### config.mk
export PLATFORM = sky130hd
export DESIGN_NAME = imem_loader_flat
export DESIGN_NICKNAME = d
export VERILOG_FILES = /design/src/rtl/imem_loader_if.sv /design/src/rtl/imem_loader.sv /design/src/flat_wrapper.sv
export SDC_FILE = /design/constraint.sdc
export NUM_CORES = 1
export LEC_CHECK = 0
export ABC_AREA = 0
export BUFFER_PORTS_ARGS = -buffer_cell sky130_fd_sc_hd__buf_2
export CORE_MARGIN = 10
export CORE_UTILIZATION = 61
export CTS_BUF_LIST = sky130_fd_sc_hd__clkbuf_4
export CTS_CLUSTER_DIAMETER = 200
export DETAILED_ROUTE_END_ITERATION = 8
export PLACE_DENSITY = 0.83
export SLEW_MARGIN = 20
export SYNTH_ARGS = -nofsm -noshare
export SYNTH_HDL_FRONTEND = slang
export SYNTH_SLANG_ARGS = --single-unit
### constraint.sdc
create_clock -name CLK -period 4.5 [get_ports CLK]
set_clock_uncertainty 0.1 [all_clocks]
set_input_delay 0 -clock CLK [delete_from_list [all_inputs] [get_ports CLK]]
set_output_delay 0 -clock CLK [all_outputs]
set_load 0.01 [all_outputs]
### src/rtl/imem_loader_if.sv
// Bundles the boot-byte stream, load control and instruction-memory write port.
// slave is the loader's view; master is the host/boot-source view.
interface imem_loader_if #(
    parameter int BYTE_SIZE  = 4,
    parameter int ADDR_WIDTH = 32
);
    logic                      START;
    logic [ADDR_WIDTH-1:0]     BASE_ADDR;
    logic [ADDR_WIDTH-1:0]     LEN;
    logic [7:0]                DIN;
    logic                      DIN_VALID;
    logic                      DIN_READY;
    logic                      WE;
    logic [ADDR_WIDTH-1:0]     WA;
    logic [BYTE_SIZE*8-1:0]    WD;
    logic [BYTE_SIZE-1:0]      BYTE_EN;
    logic                      BUSY;
    logic                      CPU_HOLD;
    logic                      DONE;
    logic                      ERR;

    modport master (
        output START, BASE_ADDR, LEN, DIN, DIN_VALID,
        input  DIN_READY, WE, WA, WD, BYTE_EN, BUSY, CPU_HOLD, DONE, ERR
    );

    modport slave (
        input  START, BASE_ADDR, LEN, DIN, DIN_VALID,
        output DIN_READY, WE, WA, WD, BYTE_EN, BUSY, CPU_HOLD, DONE, ERR
    );
endinterface

### src/rtl/imem_loader.sv
// Packs an 8-bit boot stream into little-endian words and writes them into the
// instruction memory, holding the processor off while the load runs.
module imem_loader #(
    parameter int BYTE_SIZE  = 4,
    parameter int ADDR_WIDTH = 32,
    parameter int MEM_BYTES  = 24
) (
    input logic          CLK,
    input logic          RESET,
    imem_loader_if.slave bus
);
    localparam int DATA_W = BYTE_SIZE * 8;
    localparam int LANE_W = $clog2(BYTE_SIZE + 1);

    localparam logic [1:0] IDLE    = 2'd0;
    localparam logic [1:0] COLLECT = 2'd1;
    localparam logic [1:0] WRITE   = 2'd2;
    localparam logic [1:0] FIN     = 2'd3;

    localparam logic [ADDR_WIDTH-1:0] ONE_A     = ADDR_WIDTH'(1);
    localparam logic [ADDR_WIDTH-1:0] WORD_STEP = ADDR_WIDTH'(BYTE_SIZE);
    localparam logic [ADDR_WIDTH:0]   MEM_LIMIT = (ADDR_WIDTH+1)'(MEM_BYTES);
    localparam logic [LANE_W-1:0]     LANE_ONE  = LANE_W'(1);
    localparam logic [LANE_W-1:0]     LANE_FULL = LANE_W'(BYTE_SIZE);

    logic [1:0]            state;
    logic [ADDR_WIDTH-1:0] len_q;
    logic [ADDR_WIDTH-1:0] count;
    logic [ADDR_WIDTH-1:0] word_addr;
    logic [LANE_W-1:0]     lane;
    logic [DATA_W-1:0]     word_buf;
    logic [BYTE_SIZE-1:0]  fill_be;
    logic [DATA_W-1:0]     buf_next;
    logic [BYTE_SIZE-1:0]  be_next;
    logic [ADDR_WIDTH-1:0] wa_q;
    logic [DATA_W-1:0]     wd_q;
    logic [BYTE_SIZE-1:0]  be_q;
    logic                  we_q;
    logic                  done_q;
    logic                  err_q;
    logic                  accept;
    logic                  word_full;
    logic                  last_byte;
    logic                  misaligned;
    logic                  out_of_range;
    logic [ADDR_WIDTH:0]   end_addr;

    // Merge the incoming byte into its lane; the extra-wide sum keeps the range check from wrapping.
    always_comb begin
        buf_next = word_buf;
        be_next  = fill_be;
        for (int k = 0; k < BYTE_SIZE; k++) begin
            if (lane == LANE_W'(k)) begin
                buf_next[8*k +: 8] = bus.DIN;
                be_next[k]         = 1'b1;
            end
        end
        accept       = (state == COLLECT) && bus.DIN_VALID;
        word_full    = (lane + LANE_ONE) == LANE_FULL;
        last_byte    = (count + ONE_A) == len_q;
        end_addr     = {1'b0, bus.BASE_ADDR} + {1'b0, bus.LEN};
        misaligned   = (bus.BASE_ADDR % WORD_STEP) != '0;
        out_of_range = end_addr > MEM_LIMIT;
    end

    always_ff @(posedge CLK) begin
        if (RESET) begin
            state     <= IDLE;
            len_q     <= '0;
            count     <= '0;
            word_addr <= '0;
            lane      <= '0;
            word_buf  <= '0;
            fill_be   <= '0;
            wa_q      <= '0;
            wd_q      <= '0;
            be_q      <= '0;
            we_q      <= 1'b0;
            done_q    <= 1'b0;
            err_q     <= 1'b0;
        end else begin
            we_q <= 1'b0;
            case (state)
                IDLE, FIN: begin
                    if (bus.START) begin
                        len_q     <= bus.LEN;
                        word_addr <= bus.BASE_ADDR;
                        count     <= '0;
                        lane      <= '0;
                        word_buf  <= '0;
                        fill_be   <= '0;
                        done_q    <= 1'b0;
                        err_q     <= 1'b0;
                        if (misaligned || out_of_range) begin
                            err_q  <= 1'b1;
                            done_q <= 1'b1;
                            state  <= FIN;
                        end else if (bus.LEN == '0) begin
                            done_q <= 1'b1;
                            state  <= FIN;
                        end else begin
                            state <= COLLECT;
                        end
                    end
                end
                COLLECT: begin
                    if (accept) begin
                        word_buf <= buf_next;
                        fill_be  <= be_next;
                        lane     <= lane + LANE_ONE;
                        count    <= count + ONE_A;
                        // Launch the write straight from the merged word so WE lands one cycle later.
                        if (word_full || last_byte) begin
                            state <= WRITE;
                            we_q  <= 1'b1;
                            wa_q  <= word_addr;
                            wd_q  <= buf_next;
                            be_q  <= be_next;
                        end
                    end
                end
                WRITE: begin
                    word_buf  <= '0;
                    fill_be   <= '0;
                    lane      <= '0;
                    word_addr <= word_addr + WORD_STEP;
                    if (count == len_q) begin
                        state  <= FIN;
                        done_q <= 1'b1;
                    end else begin
                        state <= COLLECT;
                    end
                end
                default: state <= IDLE;
            endcase
        end
    end

    assign bus.DIN_READY = (state == COLLECT);
    assign bus.BUSY      = (state == COLLECT) || (state == WRITE);
    assign bus.CPU_HOLD  = bus.BUSY;
    assign bus.WE        = we_q;
    assign bus.WA        = wa_q;
    assign bus.WD        = wd_q;
    assign bus.BYTE_EN   = be_q;
    assign bus.DONE      = done_q;
    assign bus.ERR       = err_q;
endmodule

### src/flat_wrapper.sv
// flat-port wrapper written by rule: the top's interface ports become plain ports
module imem_loader_flat 
#(
    parameter int BYTE_SIZE  = 4,
    parameter int ADDR_WIDTH = 32,
    parameter int MEM_BYTES  = 24
)
  (CLK, RESET, bus_START, bus_BASE_ADDR, bus_LEN, bus_DIN, bus_DIN_VALID, bus_DIN_READY, bus_WE, bus_WA, bus_WD, bus_BYTE_EN, bus_BUSY, bus_CPU_HOLD, bus_DONE, bus_ERR);
  imem_loader_if #(.BYTE_SIZE(BYTE_SIZE), .ADDR_WIDTH(ADDR_WIDTH)) bus_i ();
  input logic CLK;
  input logic RESET;
  input wire logic [$bits(bus_i.START)-1:0] bus_START;
  input wire logic [$bits(bus_i.BASE_ADDR)-1:0] bus_BASE_ADDR;
  input wire logic [$bits(bus_i.LEN)-1:0] bus_LEN;
  input wire logic [$bits(bus_i.DIN)-1:0] bus_DIN;
  input wire logic [$bits(bus_i.DIN_VALID)-1:0] bus_DIN_VALID;
  output wire logic [$bits(bus_i.DIN_READY)-1:0] bus_DIN_READY;
  output wire logic [$bits(bus_i.WE)-1:0] bus_WE;
  output wire logic [$bits(bus_i.WA)-1:0] bus_WA;
  output wire logic [$bits(bus_i.WD)-1:0] bus_WD;
  output wire logic [$bits(bus_i.BYTE_EN)-1:0] bus_BYTE_EN;
  output wire logic [$bits(bus_i.BUSY)-1:0] bus_BUSY;
  output wire logic [$bits(bus_i.CPU_HOLD)-1:0] bus_CPU_HOLD;
  output wire logic [$bits(bus_i.DONE)-1:0] bus_DONE;
  output wire logic [$bits(bus_i.ERR)-1:0] bus_ERR;
  assign bus_i.START = bus_START;
  assign bus_i.BASE_ADDR = bus_BASE_ADDR;
  assign bus_i.LEN = bus_LEN;
  assign bus_i.DIN = bus_DIN;
  assign bus_i.DIN_VALID = bus_DIN_VALID;
  assign bus_DIN_READY = bus_i.DIN_READY;
  assign bus_WE = bus_i.WE;
  assign bus_WA = bus_i.WA;
  assign bus_WD = bus_i.WD;
  assign bus_BYTE_EN = bus_i.BYTE_EN;
  assign bus_BUSY = bus_i.BUSY;
  assign bus_CPU_HOLD = bus_i.CPU_HOLD;
  assign bus_DONE = bus_i.DONE;
  assign bus_ERR = bus_i.ERR;
  imem_loader #(.BYTE_SIZE(BYTE_SIZE), .ADDR_WIDTH(ADDR_WIDTH), .MEM_BYTES(MEM_BYTES)) u_core (.CLK(CLK), .RESET(RESET), .bus(bus_i));
endmodule
* Word level (Yosys, flattened, before mapping)
Index checks and enable logic that the tools add are counted.
** Storage, ports and cells
- Register bits after elaboration :: 208
- Input port bits :: 76
- Output and inout port bits :: 74
- Word-level logic and storage cells :: 87
** Cells by class
- Add/sub/neg operators :: 4
- Magnitude comparators :: 1
- Equality and inequality tests :: 13
- Multiplexer cells :: 35
- Bitwise operators :: 2
- Reductions and logical operators :: 19
** Operator list (number)
- $mux W32 :: 4
- $pmux W32 S2 :: 2
- $pmux W32 S3 :: 1
- $eq A32 B32 Y1 :: 2
- $add A32 B32 Y33 :: 1
- $gt A33 B5 Y1 const B :: 1
- $add A32 B1 Y32 const B :: 1
- $add A32 B3 Y32 const B :: 1
- $logic_not A32 Y1 :: 1
- $mux W8 :: 4
- $reduce_bool A32 Y1 :: 1
- $mux W2 :: 6
- $pmux W4 S3 :: 1
- $reduce_and A3 Y1 :: 4
- $mux W1 :: 10
- $pmux W3 S3 :: 1
- $mux W4 :: 2
- $eq A3 B2 Y1 const B :: 2
- $mux W3 :: 2
- $ne A2 B1 Y1 const B :: 3
- $pmux W2 S3 :: 1
- $reduce_and A2 Y1 :: 3
- $eq A2 B2 Y1 const B :: 2
- $reduce_bool A2 Y1 :: 2
- 13 further kinds :: 16

* Depth between registers and ports, before layout
- Depth after elaboration :: 6
- Depth in mapped cells :: 14
- Gate-level depth less buffers :: 11

* Least setup slack after synthesis
OpenSTA, ideal clock, no wires.
- Path type :: register to register
- Start point :: reg u_core.count[0]
- End point :: reg u_core.be_q[0] (netlist: u_core.bus.BYTE_EN[0])
- Library setup time :: 134 ps
- Arrival time :: 3167 ps
- Data required time :: 4266 ps
- Slack :: 1099 ps
- Stages on the path, launching flop included :: 13
- Path buffers :: 2
- Clock period less this slack :: 3401 ps
- Cell sequence :: dfxtp_1 -> ha_1 -> buf_2 -> and4_1 -> nand4_1 -> or4_4 -> or2_2 -> xnor2_1 -> or3_1 -> o31a_2 -> nor2_4 -> buf_4 -> a211oi_1
** Between the ends
- Word-level cells in the longest chain between the ends :: 4
** RTL lines
- start, declared :: RTL line imem_loader.sv:28 : logic [ADDR_WIDTH-1:0] count;
- start signal, assigned :: RTL line imem_loader.sv:111 : count <= count + ONE_A;
- $add A32 B1 Y32 :: RTL line imem_loader.sv:60 : last_byte = (count + ONE_A) == len_q;
- $eq A32 B32 Y1 :: RTL line imem_loader.sv:60
- $logic_or A1 B1 Y1 :: RTL line imem_loader.sv:113 : if (word_full || last_byte) begin
- $reduce_and A3 Y1 (no source line)
- end signal, assigned :: RTL line imem_loader.sv:118 : be_q <= be_next;
- end, declared :: RTL line imem_loader.sv:37 : logic [BYTE_SIZE-1:0] be_q;
No other way between the ends.
A chain may end at the register's enable or synchronous reset.

* Worst setup path after layout
- Start point :: reg u_core.count[0]
- End point :: reg u_core.wd_q[31] (netlist: u_core.bus.WD[31])
** Between the ends
- Word-level cells in the longest chain between the ends :: 4
** RTL lines
- $add A32 B1 Y32 :: RTL line imem_loader.sv:60
- $eq A32 B32 Y1 :: RTL line imem_loader.sv:60
- $logic_or A1 B1 Y1 :: RTL line imem_loader.sv:113
- $reduce_and A3 Y1 (no source line)
- end signal, assigned :: RTL line imem_loader.sv:117 : wd_q <= buf_next;
- end, declared :: RTL line imem_loader.sv:36 : logic [DATA_W-1:0] wd_q;
No other way between the ends.

==> flow_summary.json <==
{
  "status": "completed",
  "grt_pass1_vias": 13600,
  "cts_tree": "done",
  "pin_count": 150,
  "cp_data_required_time_ns": 4.94,
  "core_um2": 20100,
  "critical_path.max_fanout": 68,
  "final.setup.worst_slack_ns": 0.360,
  "cts_made_buffers": 52,
  "cts.htree.levels": 2,
  "worst_pin_slew_ns": 1.08,
  "clk_pin_slew_ns": 0.08,
  "cts_buffer_depth": 3,
  "pre_cts_slack_ns": 0.571,
  "cts.sinks": 208,
  "drc": 0,
  "ir_drop_uv": 310,
  "cts-root-buf": "clkbuf_4",
  "clk_latency_ns": 0.70,
  "postLayoutCoreUtil": 0.768,
  "setup_tns_ns": 0,
  "yosys-top-cells-area": "dfxtp_1 34%, a21oi_1 8.2%, nand2_1 5.3%",
  "routed_wl_um": 44600,
  "yosysSeqAreaShare": 0.336,
  "fin_nets": 2002,
  "syn_nets": 1733,
  "multi_input_area_um2": 7560,
  "cpMaxStageDelayCell": "and4_1",
  "yosysWarningCount": 0,
  "synth_edf_count": 0,
  "nFillCells": 1362,
  "place_area_um2": 13100,
  "rows": 52,
  "synthToLayoutAreaGrowth_pct": 24.7,
  "crit_cells": 11,
  "start_util": 0.616,
  "die_y_um": 163,
  "hp-class": "input pin to flip-flop",
  "synth_cell_type_count": 78,
  "regArea_um2": 4160,
  "hold_viol_final": 0,
  "path_cells": "ha_1, and4_1, and4_1, nand2_1, nor3_1, xnor2_1, or3_1, o31ai_4, buf_12, a21oi_1, a211oi_1",
  "grt_usage": 0.320,
  "drive_gt1_frac": 0.143,
  "rsz0062_at_grt": "false",
  "reg2reg_from": "u_core.count[0]$_SDFFE_PP0P_",
  "syn_avg_cell_area_um2": 7.68,
  "fmax_ghz": 0.242,
  "finalPower_mw": 6.30,
  "min_period_over_period": 0.920,
  "place.gp.congestion": 1.00,
  "die_area_um2": 26400,
  "placed_cells": 1932,
  "synth_seq_cells": 208,
  "worstHoldPathCells": 4,
  "design_area_um2": 15400,
  "wire_per_inst_um": 20.4,
  "relSlewSlack": 0.278,
  "max_cap_viol_count": 0,
  "synth_top_area_frac": 0.336,
  "critPathTopFamily": "simple AND/OR/NAND/NOR gates",
  "start_kind": "flip-flop",
  "drt-initial-drc-count": 1493,
  "antenna_found_initial": 2,
  "grt_start_max_net_pins": 134,
  "crit_path_end_kind": "flip-flop",
  "worstSetupPathType": "flip-flop to flip-flop",
  "hpwlAfterDp_um": 28200,
  "p_leak_nw": 6.01,
  "grt_pass1_wl_um": 70500,
  "yosys.area.top_type": "dfxtp_1",
  "fin_crit_ns": 4.14,
  "max_stage_delay_ns": 0.51,
  "p_per_area_nw_per_um2": 408,
  "finalMaxSlewViolations": 0,
  "syn_area_um2": 12400,
  "portBuffers": 149,
  "viasPerCell": 6.48,
  "fin_hold_ws_ns": 0.183,
  "path_common_cell": "and4_1",
  "synth_cells": 1614,
  "startpoint": "u_core.count[0]$_SDFFE_PP0P_",
  "critPathArrivalTime_ns": 4.58,
  "cts_resized": 0,
  "crit_buf_inv": 1,
  "vias": 14200,
  "hp-start": "bus_DIN[1]",
  "die_w_um": 163,
  "setup_viol": 0,
  "ant_nets": 0,
  "instances_no_fill": 2192,
  "reg2regPathDepth": 11,
  "async_flop_share": 0,
  "ys.flop_type": "dfxtp_1",
  "drtPass1Iterations": 6,
  "grt.overflow.total": 0
}
[where the power goes]
part / leakage [nW] / internal, mW / total (mW) / switching (mW)
sequential: 1.69 / 2.03 / 2.27 / 0.246
combinational: 3.95 / 0.956 / 2.47 / 1.52
clock: 0.374 / 0.758 / 1.56 / 0.797
[path summary, 6_finish.rpt]
check	end	slack (ns)
worst min-delay path	u_core.word_buf[1]$_SDFFE_PP0P_	0.18
worst min register to register	u_core.bus.WA[2]$_SDFFE_PP0P_	0.37
worst max-delay path	u_core.bus.WD[31]$_SDFFE_PP0P_	0.36
worst max register to register	u_core.bus.WD[31]$_SDFFE_PP0P_	0.36
[worst register-to-register path, stage by stage (launching register included)]
cell,delay [ns]
dfxtp_1,0.46
ha_1,0.42
and4_1,0.31
and4_1,0.51
nand2_1,0.23
nor3_1,0.41
xnor2_1,0.12
or3_1,0.40
o31ai_4,0.24
buf_12,0.32
a21oi_1,0.13
a211oi_1,0.37
[what timing repair did]
action / CTS / global route
endpoints found under the hold margin: 174 / 0
hold buffers: 167 / 0
buffers inserted: 0 / 0
[cell families (layout without fill, tap and decap cells)]
logic type,count (synthesis),count (layout),synth area share
simple gates,571,571,0.219
compound gates,527,527,0.268
flops,208,208,0.336
buf+inv,161,467,0.0549
xor+xnor,66,66,0.0467
fa+ha+maj,43,43,0.0440
mux,38,38,0.0310
other cells,0,2,0
[state kept, by name (all words and copies together), names as in the netlist]
register / flops
u_core.bus.BYTE_EN: 4
u_core.bus.DONE: 1
u_core.bus.ERR: 1
u_core.bus.WA: 32
u_core.bus.WD: 32
u_core.bus.WE: 1
u_core.count: 32
u_core.fill_be: 4
u_core.lane: 3
u_core.len_q: 32
u_core.state: 2
u_core.word_addr: 32
u_core.word_buf: 32
[routing by layer]
layer / vias up / global-route usage / wire length [µm]
met5: - / 0 / 0
met4: 0 / 0.175 / 2720
met3: 211 / 0.0672 / 4420
met2: 874 / 0.530 / 20600
met1: 6608 / 0.381 / 16900
li1: 6513 / - / -
[Yosys cell counts, types with 4 or more instances]
library cell,count
inv_1,36
a41oi_1,5
a2111oi_0,5
buf_1,12
nand3_1,64
o31ai_1,6
o32ai_1,4
and3_1,16
a31oi_1,15
o21ai_1,6
o22ai_1,12
a222oi_1,6
and4_1,8
or3_1,9
o21a_1,5
nor2b_1,8
o211ai_1,13
a22oi_1,35
xor2_1,34
nand2_1,175
mux2i_1,35
a21oi_1,203
o21ai_0,88
xnor2_1,32
nand2b_1,7
dfxtp_1,208
ha_1,42
and2_1,10
o2111ai_1,7
a21o_1,9
a221oi_1,7
nor2_1,159
buf_4,10
or4_1,9
buf_2,13
nor3_1,32
a311oi_1,13
or2_2,6
nand4_1,32
a211oi_1,60
clkbuf_1,86
nor4_1,20
[area by class of cell]
cell class / instances / area share
antenna: 2 / 0.000324
clock buffer: 74 / 0.0360
clock inverter: 17 / 0.00478
inverter: 37 / 0.00899
multi-input combinational: 1245 / 0.489
sequential: 208 / 0.270
tap: 270 / 0.0219
timing repair buffer: 339 / 0.169
[placed cells by master (no fill, tap or decap), types with 14 or more instances in the layout]
cell type | synthesis | routed
clkbuf_4 | 0 | 74
nor4_1 | 20 | 20
xor2_1 | 34 | 34
xnor2_1 | 32 | 32
nor2_1 | 159 | 157
a211oi_1 | 60 | 60
buf_2 | 13 | 148
buf_4 | 10 | 22
o21ai_0 | 88 | 88
a31oi_1 | 15 | 15
nand4_1 | 32 | 32
dlygate4sd3_1 | 0 | 167
inv_1 | 36 | 36
nor3_1 | 32 | 32
and3_1 | 16 | 16
clkinv_1 | 1 | 14
nand2_1 | 175 | 175
dfxtp_1 | 208 | 208
ha_1 | 42 | 42
a21oi_1 | 203 | 203
mux2i_1 | 35 | 35
a22oi_1 | 35 | 35
nand3_1 | 64 | 64
Power figures use the tool's default switching activity.
